<file path="src/rtl/mem_access_sequencer.sv">
// Load/store sequencer for ld, ldi and st: computes base + offset,
// drives a fixed-latency RAM port and returns a valid/ready response.
module mem_access_sequencer #(
  parameter int DATA_W = 32,
  parameter int ADDR_W = 9,
  parameter int OFF_W  = 19,
  parameter int RD_LAT = 1
) (
  input  logic              clock,
  input  logic              clear,
  input  logic              req_valid,
  output logic              req_ready,
  input  logic [1:0]        req_op,
  input  logic [DATA_W-1:0] req_base,
  input  logic [OFF_W-1:0]  req_offset,
  input  logic [DATA_W-1:0] req_wdata,
  output logic              rsp_valid,
  input  logic              rsp_ready,
  output logic [DATA_W-1:0] rsp_data,
  output logic              rsp_err,
  output logic [ADDR_W-1:0] mem_addr,
  output logic              mem_read,
  output logic              mem_write,
  output logic [DATA_W-1:0] mem_wdata,
  input  logic [DATA_W-1:0] mem_rdata,
  output logic              busy
);

  generate
    if (RD_LAT < 1) begin : g_bad_lat
      $error("mem_access_sequencer: RD_LAT must be at least 1");
    end
  endgenerate

  localparam int CW = $clog2(RD_LAT + 1);

  localparam logic [2:0] S_IDLE  = 3'd0;
  localparam logic [2:0] S_CALC  = 3'd1;
  localparam logic [2:0] S_READ  = 3'd2;
  localparam logic [2:0] S_WAIT  = 3'd3;
  localparam logic [2:0] S_WRITE = 3'd4;
  localparam logic [2:0] S_RESP  = 3'd5;

  localparam logic [1:0] OP_LD  = 2'b00;
  localparam logic [1:0] OP_LDI = 2'b01;
  localparam logic [1:0] OP_ST  = 2'b10;
  localparam logic [1:0] OP_RSV = 2'b11;

  logic [2:0]        state;
  logic [1:0]        op_q;
  logic [DATA_W-1:0] wdata_q;
  logic [DATA_W-1:0] ea_q;
  logic [ADDR_W-1:0] mar;
  logic [DATA_W-1:0] mdr;
  logic [CW-1:0]     cnt;

  logic [DATA_W-1:0] ea_next;
  logic              addr_err;
  logic              is_bad;
  logic              is_ldi;
  logic              is_ld;
  logic              is_st;

  // Signed cast sign-extends the offset; the sum wraps naturally.
  assign ea_next  = req_base + DATA_W'($signed(req_offset));
  assign addr_err = |ea_q[DATA_W-1:ADDR_W];

  assign is_ldi = (op_q == OP_LDI);
  assign is_bad = (op_q == OP_RSV) | (addr_err & ~is_ldi);
  assign is_ld  = (op_q == OP_LD) & ~addr_err;
  assign is_st  = (op_q == OP_ST) & ~addr_err;

  assign req_ready = (state == S_IDLE);
  assign busy      = (state != S_IDLE);
  assign rsp_valid = (state == S_RESP);
  assign mem_read  = (state == S_READ);
  assign mem_write = (state == S_WRITE);
  assign mem_addr  = mar;
  assign mem_wdata = mdr;

  always_ff @(posedge clock or posedge clear) begin
    if (clear) begin
      state    <= S_IDLE;
      op_q     <= '0;
      wdata_q  <= '0;
      ea_q     <= '0;
      mar      <= '0;
      mdr      <= '0;
      cnt      <= '0;
      rsp_data <= '0;
      rsp_err  <= 1'b0;
    end else begin
      unique case (state)
        S_IDLE: begin
          if (req_valid) begin
            op_q    <= req_op;
            wdata_q <= req_wdata;
            ea_q    <= ea_next;
            state   <= S_CALC;
          end
        end
        S_CALC: begin
          mar     <= ea_q[ADDR_W-1:0];
          mdr     <= wdata_q;
          rsp_err <= 1'b0;
          unique case (1'b1)
            is_bad: begin
              rsp_err  <= 1'b1;
              rsp_data <= '0;
              state    <= S_RESP;
            end
            is_ldi: begin
              rsp_data <= ea_q;
              state    <= S_RESP;
            end
            is_ld:   state <= S_READ;
            is_st:   state <= S_WRITE;
            default: state <= S_RESP;
          endcase
        end
        S_READ: begin
          cnt   <= CW'(RD_LAT);
          state <= S_WAIT;
        end
        S_WAIT: begin
          cnt <= cnt - CW'(1);
          if (cnt == CW'(1)) begin
            rsp_data <= mem_rdata;
            state    <= S_RESP;
          end
        end
        S_WRITE: begin
          rsp_data <= mdr;
          state    <= S_RESP;
        end
        S_RESP: begin
          if (rsp_ready) state <= S_IDLE;
        end
        default: state <= S_IDLE;
      endcase
    end
  end

endmodule

</file>
<file path="config.mk">
export PLATFORM = sky130hd
export DESIGN_NAME = mem_access_sequencer
export DESIGN_NICKNAME = d
export VERILOG_FILES = /design/src/rtl/mem_access_sequencer.sv
export SDC_FILE = /design/constraint.sdc
export NUM_CORES = 1
export LEC_CHECK = 0
export CAP_MARGIN = 20
export CORE_MARGIN = 3
export CORE_UTILIZATION = 35
export DETAILED_ROUTE_END_ITERATION = 8
export GPL_TIMING_DRIVEN = 0
export PLACE_DENSITY_LB_ADDON = 0.15
export SLEW_MARGIN = 0
export SYNTH_ARGS = -nofsm -noshare
export SYNTH_HDL_FRONTEND = slang
export SYNTH_SLANG_ARGS = --single-unit
</file>
<file path="constraint.sdc">
create_clock -name clock -period 4.3 [get_ports clock]
set_input_delay 0.43 -clock clock [delete_from_list [all_inputs] [get_ports clock]]
set_output_delay 0.43 -clock clock [all_outputs]
set_load 0.01 [all_outputs]
</file>
==> metrics.cfg, run 1 <==
[run_status]
status = finished, final reports clean

[logic_synthesis]
syn_nets = 881
postSynthCellCount = 728
syn_area_mm2 = 0.00724
yosysSeqAreaShare_pct = 49.8
syn_area_per_cell_um2 = 9.95
synth.most_common_cell = nand2_1
ys_async_sr_fraction_pct = 100
synth_enable_flop_cells = 0
yosysUniqueCellTypes = 54
yosysTopAreaCell = dfrtp_1
synth_top_cells_by_count = nand2_1 (149), dfrtp_1 (144), a21oi_1 (53), nor2_1 (42), o21ai_0 (42)
yosysTopAreaCellShare_pct = 49.8
synth_seq_cells = 144
synth-main-ff-cell = dfrtp_1
synth_area_leaders = dfrtp_1 (50%), nand2_1 (7.7%), mux2_2 (6.4%)
yosysWarnings = 0

[global_routing]
top_usage_layer = met2
met1_usage_pct = 28.4
use_met2_pct = 30.8
antenna_found_initial = 0
grt_pass1_vias = 6180
grt_max_degree = 90
grt_pass1_wl_um = 34600
grt_remaining_overflow = 0
track_usage_pct = 19.9
met3_usage_pct = 3.79

[critical_path]
crit_path_max_fanout = 14
r2r_slack_ps = 1560
worstSetupEndpointType = register
crit_slowest_cell = clkdlybuf4s50_1
max_stage_delay_ps = 730
required_ps = 4590
ff2ff_path_depth = 7
critical_path.most_common_cell = o21ai_1
cp-start-kind = primary input
path_buf_inv = 1
critPathKind = in2reg
crit_family = compound AO/OA/AOI/OAI gates
timing.rr.end = wdata_q[7]$_DFFE_PP0P_
crit_chain = clkdlybuf4s50_1 > ha_1 > and3_1 > and2_1 > nor3b_1 > a22oi_2 > o311ai_1 > o21ai_1 > xnor2_1 > o21ai_1
worstPathArrival_ps = 3360
path_depth = 10
cp-startpoint = req_offset[18]
cp-endpoint = ea_q[31]$_DFFE_PP0P_
r2r-start = state[2]$_DFFE_PP0P_

[floorplan]
start_util_pct = 36.4
dieArea_mm2 = 0.0225
rows = 51
io_pins = 200
core_mm2 = 0.0199
die_h_um = 150
dieWidth_um = 150

[run]
cap_violations = 0

[sta]
fin_crit_sh_pct = 71.4
fin_crit_ps = 3070
rsz0062_at_grt = no
timing.final.hold_violations = 0
slew_viol_final = 0
max_freq_mhz = 326
slew_headroom_pct = 51.0
clock-skew-final_ps = 7.87
tightest_slew_ps = 729
setup_viol = 0

[route]
drc = 0
routed_wirelength_um = 22000
vias_per_cell = 5.12
vias = 6276
initialDrtViolationCount = 476
antenna_left = 0
dr.pass1.iters = 6
wl_per_cell_um = 17.9

[clocking]
cts_tree = built
root_buffer = clkbuf_16
numCtsBuffers = 17
cts_max_level = 4
insertion_delay_ps = 420
clkTransAtPathRegs_ps = 60
cts_setup_buffers = 0
cts.path.max_buffers = 2
ctsHoldBuffers = 0
cts-resized-gates = 0
clock-sinks = 144

[power_and_ir_drop]
clkPwrFrac_pct = 24.6
powerDensity_mw_per_mm2 = 698
vdd_drop_max_mv = 0.295
combPwrFrac_pct = 40.5
leakagePower_nw = 4.54
p_switching_mw = 2.51
switching_share_pct = 34.8
seqPwrFrac_pct = 34.9
internal-power_mw = 4.69

[cells_and_area]
finalNetCount = 1100
syn_to_final_growth_pct = 42.3
fin_area_mm2 = 0.0103
drive_above_1_share_pct = 9.38
fill_cells = 1903
instances_no_fill = 1226

[placed_design]
dp_hpwl_um = 17000
place_congestion = 0.812
dp_cells = 1193
dpl-instance-area_mm2 = 0.00960
portBuffers = 199

[worst_hold_path]
hold_class = in2async

==> sequential cells by signal, indices dropped and copies added (netlist names) <==
| register | flops |
|---|---|
| cnt | 1 |
| ea_q | 32 |
| mem_addr | 9 |
| mem_wdata | 32 |
| op_q | 2 |
| rsp_data | 32 |
| rsp_err | 1 |
| state | 3 |
| wdata_q | 32 |
==> power by group through the flow <==
stage	Sequential, mW	Combinational [mW]	Clock (mW)
2_1_floorplan	2.49	1.52	0
3_3_place_gp	2.51	2.90	0
3_5_place_dp	2.52	2.94	0
4_1_cts	2.51	2.95	1.79
5_1_grt	2.59	3.23	1.86
6_report	2.51	2.91	1.77
==> logic make-up (layout without fill, tap and decap cells) <==
| group | Yosys count | after routing | share of synthesized area (%) |
|---|---|---|---|
| buffers and inverters | 47 | 279 | 2.56 |
| other | 0 | 1 | 0 |
| DFF | 144 | 144 | 49.8 |
| adders and majority gates | 32 | 32 | 5.63 |
| AOI/OAI and AO/OA | 185 | 185 | 17.2 |
| muxes | 41 | 41 | 6.38 |
| xor gates and xnor gates | 29 | 29 | 3.51 |
| and+or+nand+nor | 250 | 250 | 15.0 |
==> layout by cell type, fill, tap and decap left out, drive strengths merged, types with 3 or more instances in the layout <==
cell type      instances
and3                   4
nor2                  42
clkdlybuf4s50        199
a21oi                 55
nand2b                 8
a222oi                32
nor3b                  3
nand2                149
a21o                  20
nor4                   6
nor3                   7
xor2                  14
clkbuf                49
and2                   4
mux2                  41
bufinv                 8
nand3                 10
o21ai                 48
dfrtp                144
ha                    31
inv                    6
a211oi                 8
buf                   14
nand4                  5
nor2b                  4
a31oi                  4
xnor2                 15
==> worst min path at each step <==
stage                                 start                       to  slack, ps  depth (start not counted)
floorplan                   cnt$_DFFE_PP0P_          cnt$_DFFE_PP0P_        440                          1
global placement            cnt$_DFFE_PP0P_          cnt$_DFFE_PP0P_        450                          1
detailed placement  wdata_q[30]$_DFFE_PP0P_  wdata_q[30]$_DFFE_PP0P_        460                          2
CTS                                   clear     state[0]$_DFFE_PP0P_        450                          2
global route                          clear     state[0]$_DFFE_PP0P_        490                          2
finish                                clear     state[0]$_DFFE_PP0P_        440                          2
==> layout make-up <==
class | instances | area (um2) | area share (%)
diodes | 1 | 2.50 | 0.0243
plain buffers | 41 | 163 | 1.58
clock buffers | 21 | 450 | 4.37
clock inverters | 11 | 258 | 2.50
inverters | 6 | 27.5 | 0.267
multi-input cells | 537 | 3450 | 33.5
flip-flops and latches | 144 | 3600 | 35.0
well taps | 265 | 332 | 3.22
repair buffers | 200 | 2020 | 19.6
==> per-layer routing <==
layer | up-vias | share of wire [%]
li1 | 3059 | -
met1 | 3010 | 46
met2 | 188 | 47
met3 | 19 | 5.7
met4 | 0 | 1.6
met5 | - | 0
==> through the flow <==
stage               hold WS, ps  power [mW]  utilization [%]  TNS [ps]  setup WS (ps)
floorplan                   436        4.01                -         0           3.72
global placement            450        5.41             48.0   -313890          -2190
detailed placement          459        5.47             48.2         0            823
CTS                         454        7.25             51.8         0           1250
global route                492        7.69             51.8         0           1080
finish                      437        7.19             51.8         0           1230
Note: power is estimated with default switching activity, not from simulation.
==> inputs of run 2 (changes only) <==
- clock period: 4.3 -> 3.01 ns (I/O delays scaled with it)
==> run 2 against run 1 <==
  * Sequential power is 42% higher
  * Via count is 0.27% lower
  * Register-to-register slack worse by 1300 ps
  * Routed wire length is 0.72% lower
  * Clock power is 20% higher
  * Critical path depth is 6 lower
  * First-iteration DRC count is 1.5% lower
  * Die area stayed put
==> metrics.cfg, run 2 (synthesized netlist as in run 1, its figures left out) <==
[run_status]
status = finished, final reports clean  ; unchanged

[critical_path]
crit_path_max_fanout = 10  ; was 14
path_buf_inv = 3  ; was 1
worstPathArrival_ps = 2470  ; was 3360 ps
cp-startpoint = state[2]$_DFFE_PP0P_  ; was req_offset[18]
crit_chain = clkbuf_1 > nor3b_4 > clkbuf_1 > clkdlybuf4s50_1  ; was clkdlybuf4s50_1 > ha_1 > and3_1 > and2_1 > nor3b_1 > a22oi_2 > o311ai_1 > o21ai_1 > xnor2_1 > o21ai_1
critPathKind = reg2out  ; was in2reg
required_ps = 2710  ; was 4590 ps
critical_path.most_common_cell = clkbuf_1  ; was o21ai_1
max_stage_delay_ps = 630  ; was 730 ps
worstSetupEndpointType = output pin  ; was register
r2r_slack_ps = 270  ; was 1560 ps
r2r-start = state[0]$_DFFE_PP0P_  ; was state[2]$_DFFE_PP0P_
cp-start-kind = register  ; was primary input
crit_slowest_cell = clkdlybuf4s50_1  ; unchanged
crit_family = buffers and inverters  ; was compound AO/OA/AOI/OAI gates

[global_routing]
grt_pass1_vias = 6075  ; was 6,180
met3_usage_pct = 3.79  ; unchanged
antenna_found_initial = 1  ; was 0
track_usage_pct = 19.5  ; was 19.9%
grt_remaining_overflow = 0  ; unchanged
grt_max_degree = 42  ; was 90
met1_usage_pct = 27.7  ; was 28.4%
use_met2_pct = 30.0  ; was 30.8%
top_usage_layer = met2  ; unchanged
grt_pass1_wl_um = 33700  ; was 34,600 um

[power_and_ir_drop]
seqPwrFrac_pct = 36.2  ; was 34.9%
powerDensity_mw_per_mm2 = 962  ; was 698 mW/mm2
clkPwrFrac_pct = 21.5  ; was 24.6%
p_switching_mw = 3.60  ; was 2.51 mW
vdd_drop_max_mv = 0.437  ; was 0.295 mV
combPwrFrac_pct = 42.3  ; was 40.5%
internal-power_mw = 6.27  ; was 4.69 mW
switching_share_pct = 36.5  ; was 34.8%
leakagePower_nw = 4.51  ; was 4.54 nW

[floorplan]
io_pins = 200  ; unchanged
dieArea_mm2 = 0.0225  ; unchanged
rows = 51  ; unchanged
core_mm2 = 0.0199  ; unchanged
die_h_um = 150  ; unchanged
start_util_pct = 36.4  ; unchanged
dieWidth_um = 150  ; unchanged

[placed_design]
place_congestion = 0.791  ; was 0.812
dp_hpwl_um = 16900  ; was 17,000 um
dpl-instance-area_mm2 = 0.00965  ; was 0.00960 mm2
portBuffers = 199  ; unchanged

[sta]
slew_viol_final = 0  ; unchanged
clock-skew-final_ps = 16.6  ; was 7.87 ps
setup_viol = 0  ; unchanged
timing.final.hold_violations = 0  ; unchanged
slew_headroom_pct = 52.5  ; was 51.0%
tightest_slew_ps = 713  ; was 729 ps
rsz0062_at_grt = no  ; unchanged
fin_crit_sh_pct = 92.2
max_freq_mhz = 360
setup_tns_ps = 0  ; unchanged
fin_crit_ps = 2770

[cells_and_area]
post-route-util_pct = 51.5  ; was 51.8%
drive_above_1_share_pct = 9.87  ; was 9.38%
syn_to_final_growth_pct = 41.6  ; was 42.3%
fill_cells = 1888  ; was 1,903
fin_area_mm2 = 0.0103  ; about the same
finalNetCount = 1103  ; was 1,100
ff_latch_area_mm2 = 0.00360  ; unchanged
multi_input_area_mm2 = 0.00346  ; was 0.00345 mm2
layout_common_cells = clkdlybuf4s50_1 (198), nand2_1 (149), dfrtp_1 (144), a21oi_1 (53)  ; was clkdlybuf4s50_1 (199), nand2_1 (149), dfrtp_1 (144), a21oi_1 (53)
final_common_cell = clkdlybuf4s50_1  ; unchanged

[route]
dr.pass1.iters = 7  ; was 6
routed_wirelength_um = 21800  ; was 22,000 um
drc = 0  ; unchanged
vias_per_cell = 5.09  ; was 5.12
vias = 6259  ; was 6,276
antenna_left = 0  ; unchanged
initialDrtViolationCount = 469  ; was 476
wl_per_cell_um = 17.7  ; was 17.9 um

[clocking]
cts_max_level = 4  ; unchanged
cts.path.max_buffers = 2  ; unchanged
clkTransAtPathRegs_ps = 60  ; about the same
root_buffer = clkbuf_16  ; unchanged
numCtsBuffers = 17  ; unchanged
cts-resized-gates = 0  ; unchanged
cts_setup_buffers = 0  ; unchanged
insertion_delay_ps = 430  ; was 420 ps
clock-sinks = 144  ; unchanged
cts_tree = built  ; unchanged
ctsHoldBuffers = 0  ; unchanged

[worst_hold_path]
hold_class = in2async  ; unchanged

[run]
cap_violations = 0  ; unchanged

## run 2: final timing paths
path | cells past startpoint | endpoint
max in group asynchronous | 5 | mem_wdata[31]$_DFFE_PP0P_
min | 2 | wdata_q[20]$_DFFE_PP0P_
max reg2reg | 7 | wdata_q[3]$_DFFE_PP0P_
min in group clock | 3 | wdata_q[27]$_DFFE_PP0P_
min reg2reg | 1 | cnt$_DFFE_PP0P_
max | 4 | mem_write
## run 2: per-stage QoR
step | power [mW] | hold slack (ps) | worst slack [ps] | cells
global route | 10.5 | 254 | 20.0 | 1229
global placement | 7.72 | 452 | -462 | 1192
detailed placement | 7.80 | 457 | -331 | 1196
finish | 9.87 | 217 | 235 | 1229
CTS | 9.95 | 228 | 92.1 | 1228
floorplan | 5.73 | 406 | 561 | 728
## run 2: power groups by stage
stage	registers [mW]	clock network, mW	logic [mW]
final	3.57	2.12	4.18
after global routing	3.68	2.25	4.61
after CTS	3.56	2.15	4.23
after detailed placement	3.59	0	4.21
after global placement	3.58	0	4.15
after floorplan	3.56	0	2.17
## run 2: final cells by class
type                       instances  area share, %
clock inverter                    14           1.62
timing repair buffer             203           20.2
inverter                           6          0.256
antenna                            1         0.0244
clock buffer                      18           4.18
tap                              265           3.23
sequential                       144           35.1
buffer                            41           1.59
multi-input combinational        537           33.7
## run 2: layer usage
layer / wire length (um) / part of all wire [%]
met5: 0 / 0
met4: 357 / 1.6
met3: 1040 / 4.8
met2: 10100 / 46
met1: 10300 / 47
## run 2: worst reg2reg max path, stage by stage, from the launching register on
cell and delay [ps]:
dfrtp_1 350, clkbuf_1 200, nor3_1 630, and2_1 240, clkbuf_1 540, clkbuf_1 520
nand2_1 120, nand2_1 70
